===== src/rtl/pipe_skid_reg.sv =====
// Two-entry valid/ready pipeline register with skid buffer; in_rdy is a flop.
// Optional synchronous drop of all entries via `flush` when PIPE_SKID_REG_FLUSH_EN is defined.
module pipe_skid_reg #(
  parameter int unsigned p_nbits = 32
) (
  input  logic               clk,
  input  logic               rst_n,
  input  logic               in_val,
  output logic               in_rdy,
  input  logic [p_nbits-1:0] in_msg,
  output logic               out_val,
  input  logic               out_rdy,
  output logic [p_nbits-1:0] out_msg
`ifdef PIPE_SKID_REG_FLUSH_EN
  ,
  input  logic               flush
`endif
);

  typedef enum logic [1:0] {
    EMPTY = 2'd0,
    HALF  = 2'd1,
    FULL  = 2'd2
  } state_e;

  state_e             state_q, state_d;
  logic [p_nbits-1:0] head_q, head_d;
  logic [p_nbits-1:0] skid_q, skid_d;
  logic               in_rdy_q, in_rdy_d;
  logic               out_val_q, out_val_d;
  logic               in_fire, out_fire;
  logic               flush_w;

`ifdef PIPE_SKID_REG_FLUSH_EN
  assign flush_w = flush;
`else
  assign flush_w = 1'b0;
`endif

  assign in_fire  = in_val & in_rdy_q;
  assign out_fire = out_val_q & out_rdy;

  // Next-state and datapath; flush overrides every transition
  always_comb begin
    state_d = state_q;
    head_d  = head_q;
    skid_d  = skid_q;
    unique case (state_q)
      EMPTY: begin
        if (in_fire) begin
          state_d = HALF;
          head_d  = in_msg;
        end
      end
      HALF: begin
        if (in_fire && out_fire) begin
          head_d = in_msg;
        end else if (in_fire) begin
          state_d = FULL;
          skid_d  = in_msg;
        end else if (out_fire) begin
          state_d = EMPTY;
        end
      end
      FULL: begin
        if (out_fire) begin
          state_d = HALF;
          head_d  = skid_q;
        end
      end
      default: state_d = EMPTY;
    endcase
    if (flush_w) begin
      state_d = EMPTY;
    end
    in_rdy_d  = (state_d != FULL);
    out_val_d = (state_d != EMPTY);
  end

  always_ff @(posedge clk or negedge rst_n) begin
    if (!rst_n) begin
      state_q   <= EMPTY;
      head_q    <= '0;
      skid_q    <= '0;
      in_rdy_q  <= 1'b0;
      out_val_q <= 1'b0;
    end else begin
      state_q   <= state_d;
      head_q    <= head_d;
      skid_q    <= skid_d;
      in_rdy_q  <= in_rdy_d;
      out_val_q <= out_val_d;
    end
  end

  assign in_rdy  = in_rdy_q;
  assign out_val = out_val_q;
  assign out_msg = head_q;

endmodule


===== config.mk =====
export PLATFORM = sky130hd
export DESIGN_NAME = pipe_skid_reg
export DESIGN_NICKNAME = d
export VERILOG_FILES = /design/src/rtl/pipe_skid_reg.sv
export SDC_FILE = /design/constraint.sdc
export NUM_CORES = 1
export LEC_CHECK = 0
export ABC_AREA = 1
export BUFFER_PORTS_ARGS = -buffer_cell sky130_fd_sc_hd__buf_2
export CORE_UTILIZATION = 54
export DETAILED_ROUTE_END_ITERATION = 10
export GPL_TIMING_DRIVEN = 0
export PLACE_DENSITY = 0.8
export REMOVE_ABC_BUFFERS = 1
export SYNTH_ARGS = -nofsm -noshare
export SYNTH_HDL_FRONTEND = slang
export SYNTH_SLANG_ARGS = --single-unit

===== constraint.sdc =====
create_clock -name clk -period 1.63 [get_ports clk]
set_input_delay 0.163 -clock clk [delete_from_list [all_inputs] [get_ports clk]]
set_output_delay 0.163 -clock clk [all_outputs]
set_load 0.02 [all_outputs]

==> metrics.md <==
| Metric | Value |
|---|---|
| Status | complete, no violations |
| R2R Setup Slk | 0.11 ns |
| Least-Margin Pin Slew | around 0.87 ns |
| PwrDens | roughly 2300 nW/um2 |
| Adder-Cell Fraction of Synth Area | 0% |
| Post-Synth XOR/XNOR Area | 0% |
| Area share of the largest cell type after synthesis | around 54% |
| HPWL Detailed | approximately 4100 um |
| Worst slack, placed | -2.10 ns |
| Area contributors post-synth | dfrtp_1, nand2_1, nand3_1 |
| Vias after detailed routing | ~3100 |
| GRT Overall Usage | 30.1% |
| Ports | 70 |
| Hold Path Depth | 3 |
| Iteration-0 DRC Markers | slightly below 400 |
| CTS clk-pin slew, worst paths | around 0.070 ns |
| Yosys cell types | 16 |
| Avg WL per Cell | between 15 and 20 um |
| First-pass GRT wire length | 14100 um |
| Compound-Gate Fraction of Synth Area | 1.35% |
| Fill count | about 460 |
| Minimum clock period | about 1.5 ns |
| Die Width | just under 80 um |
| Min-delay src | in_msg[4] |
| Clk Latency, worst-skew pair | ~0.34 ns |
| Yosys warnings | 0 |
| Hold Path Class | primary input to flop |
| CTS tree | built |
| CORE AREA | ~5600 um2 |
| Worst Skew | 0.00338 ns |
| Largest family of logic cells by synthesized area | simple AND/OR/NAND/NOR gates |
| CP max FO | 32 |
| Setup repair after global routing missed its margin | no |
| Via density | approximately 5.7 |
| FF+latch count, synth | 68 |
| Sequential-to-total area share from yosys stat | 53.9% |
| Pre-antenna DRT Iters | 6 |
| Area delta synth->final | 22.6% |
| Die Span Y | roughly 78 um |
| Cell leakage power | between 0.002 and 0.0025 uW |
| Simple-Gate Fraction of Synth Area | between 30% and 40% |
| Achievable Freq | around 660 MHz |
| Initial core utilization | 56.7% |
| Max Cap Viol | 0 |
| Gpl congestion | between 0.7 and 0.8 |
| # clock sinks | slightly below 70 |
| GRT overflow | 0 |
| Setup WS post-layout | approximately 0.11 ns |
| Post-DRT Antenna Nets | 0 |
| Rows | 27 |
| Startpoint types | flop |
| Largest net degree at the start of global routing | around 70 |
| Crit path DAT | 1.75 ns |
| Worst Hold Endpoint | skid_q[4]$_DFFE_PN0P_ |
| Area leader, netlist | dfrtp_1 |
| CTS Buffer Depth | 2 |
| Finish-stage setup viols | 0 |
| Initial antenna violation count | 0 |
| Worst r2r path cells | 6 |
| Syn Inst Count | around 400 |
| Reg2reg end | skid_q[23]$_DFFE_PN0P_ |
| Layout cells sized above 1 | between 20% and 30% |
| Worst Path Required | 1.85 ns |
| Max-slew violations | 0 |
| DRC | 0 |
| DIE AREA | 6160 um2 |
| Total power | approximately 9000 uW |
| Fin nets | 507 |
| Mux cell area share after synthesis | 0% |
| CP startpoint | state_q[1]$_DFF_PN0_ |
| CP endpoint kind | flop |
| CTS H-tree depth | 3 |
| Final hold vios | 0 |
| Worst R2R Start | state_q[1]$_DFF_PN0_ |
| CTS Root Cell | clkbuf_8 |
| CTS buffer count | 9 |
| Routed WL | 8930 um |
| Post-Syn Area | between 3000 and 4000 um2 |
| Vias in the first global route | 2916 |
| Inserted Diodes | 0 |
| Critical path class | flop to flop |
| Final Cycle Share | between 90% and 100% |
| IO buf count | 69 |
| Rel. slew slack | between 40% and 50% |
| Maximum VDD drop | about 1200 uV |
| Syn avg cell area | 7.86 um2 |
==> logic make-up (layout without fill, tap and decap cells) <==
logic type,Yosys count,after routing
compound gates,4,6
buf+inv,33,103
flops,68,68
simple gates,297,299
==> cells in the mapped netlist <==
cell      instances
buf_6             1
dfrtp_1          68
nand3_1          96
clkbuf_1          4
buf_4             3
buf_2            18
o21ai_0           2
o21ai_4           1
inv_1             3
a21oi_4           1
inv_2             2
nand2_1         196
nor2_1            1
nand2_2           3
nand3_2           1
buf_1             2
==> critical path: stages, from the launching register on <==
cell     delay [ns]
dfrtp_4        0.51
inv_1          0.12
nand3_4        0.18
inv_8          0.20
nand2_8        0.18
nand2_1        0.13
nand2_1        0.07
==> per-layer routing <==
| metal | GRT usage (%) | part of all wire, % | vias up |
|---|---|---|---|
| met5 | 0 | 0 | - |
| met4 | 13.5 | 2.2 | 0 |
| met3 | 5.12 | 9.4 | 27 |
| met2 | 48.2 | 49 | 212 |
| met1 | 40.1 | 40 | 1441 |
| li1 | - | - | 1428 |
==> metrics by stage <==
stage          TNS (ns)  cells  cell area (um2)  hold WS, ns  util [%]
5_1_grt               0    548             3870       0.0720      69.5
3_5_place_dp    -115.41    515             3450        0.335      61.9
3_3_place_gp    -114.36    515             3450        0.410      61.8
6_report              0    548             3870       0.0724      69.5
4_1_cts        -0.00712    541             3800       0.0584      68.1
2_1_floorplan    -44.08    374             3010       -0.133         -
==> area by class of cell <==
cell class | count | area, um2 | area share, %
repair inverters | 1 | 6.26 | 0.162
clock buffers | 14 | 153 | 3.94
multi-input cells | 305 | 1410 | 36.4
well taps | 72 | 90.1 | 2.33
flip-flops and latches | 68 | 1710 | 44.1
inverters | 5 | 38.8 | 1.00
clock inverters | 2 | 10.0 | 0.258
repair buffers | 81 | 457 | 11.8
==> layout by cell type, fill, tap and decap left out, drive strengths merged <==
master / Yosys / final
inv: 5 / 5
a21oi: 1 / 2
o21ai: 3 / 4
nor2: 1 / 1
dfrtp: 68 / 68
clkbuf: 4 / 14
nand3: 97 / 97
buf: 24 / 80
nand2: 199 / 201
clkinv: 0 / 3
dlygate4sd3: 0 / 1
==> sequential cells by signal (all words and copies together) (netlist names) <==
signal and flops:
out_msg 32, skid_q 32, state_q 2, in_rdy 1, out_val 1
==> what timing repair did <==
| action | CTS | global route |
|---|---|---|
| hold buffers | 1 | 0 |
| setup buffers | 5 | 6 |
| gates cloned | 4 | 1 |
| pin swaps | 2 | 1 |
| setup endpoints to repair | 68 | 65 |
| hold endpoints to repair | 68 | 0 |
| resized for setup | 20 | 2 |
==> power by group <==
part	switching (uW)	internal [uW]	total, uW
Combinational	3210	1410	4620
Sequential	487	2530	3010
Clock	624	593	1220
Total	4320	4530	8850
==> how the worst max path moves through the flow <==
stage,endpoint,cells after the start
after floorplan,out_msg[0]$_DFFE_PN0P_,5
after global placement,out_msg[8]$_DFFE_PN0P_,5
after detailed placement,out_msg[5]$_DFFE_PN0P_,5
after CTS,out_msg[5]$_DFFE_PN0P_,6
after global routing,skid_q[23]$_DFFE_PN0P_,6
final,skid_q[23]$_DFFE_PN0P_,6
(Power assumes the default switching activity.)
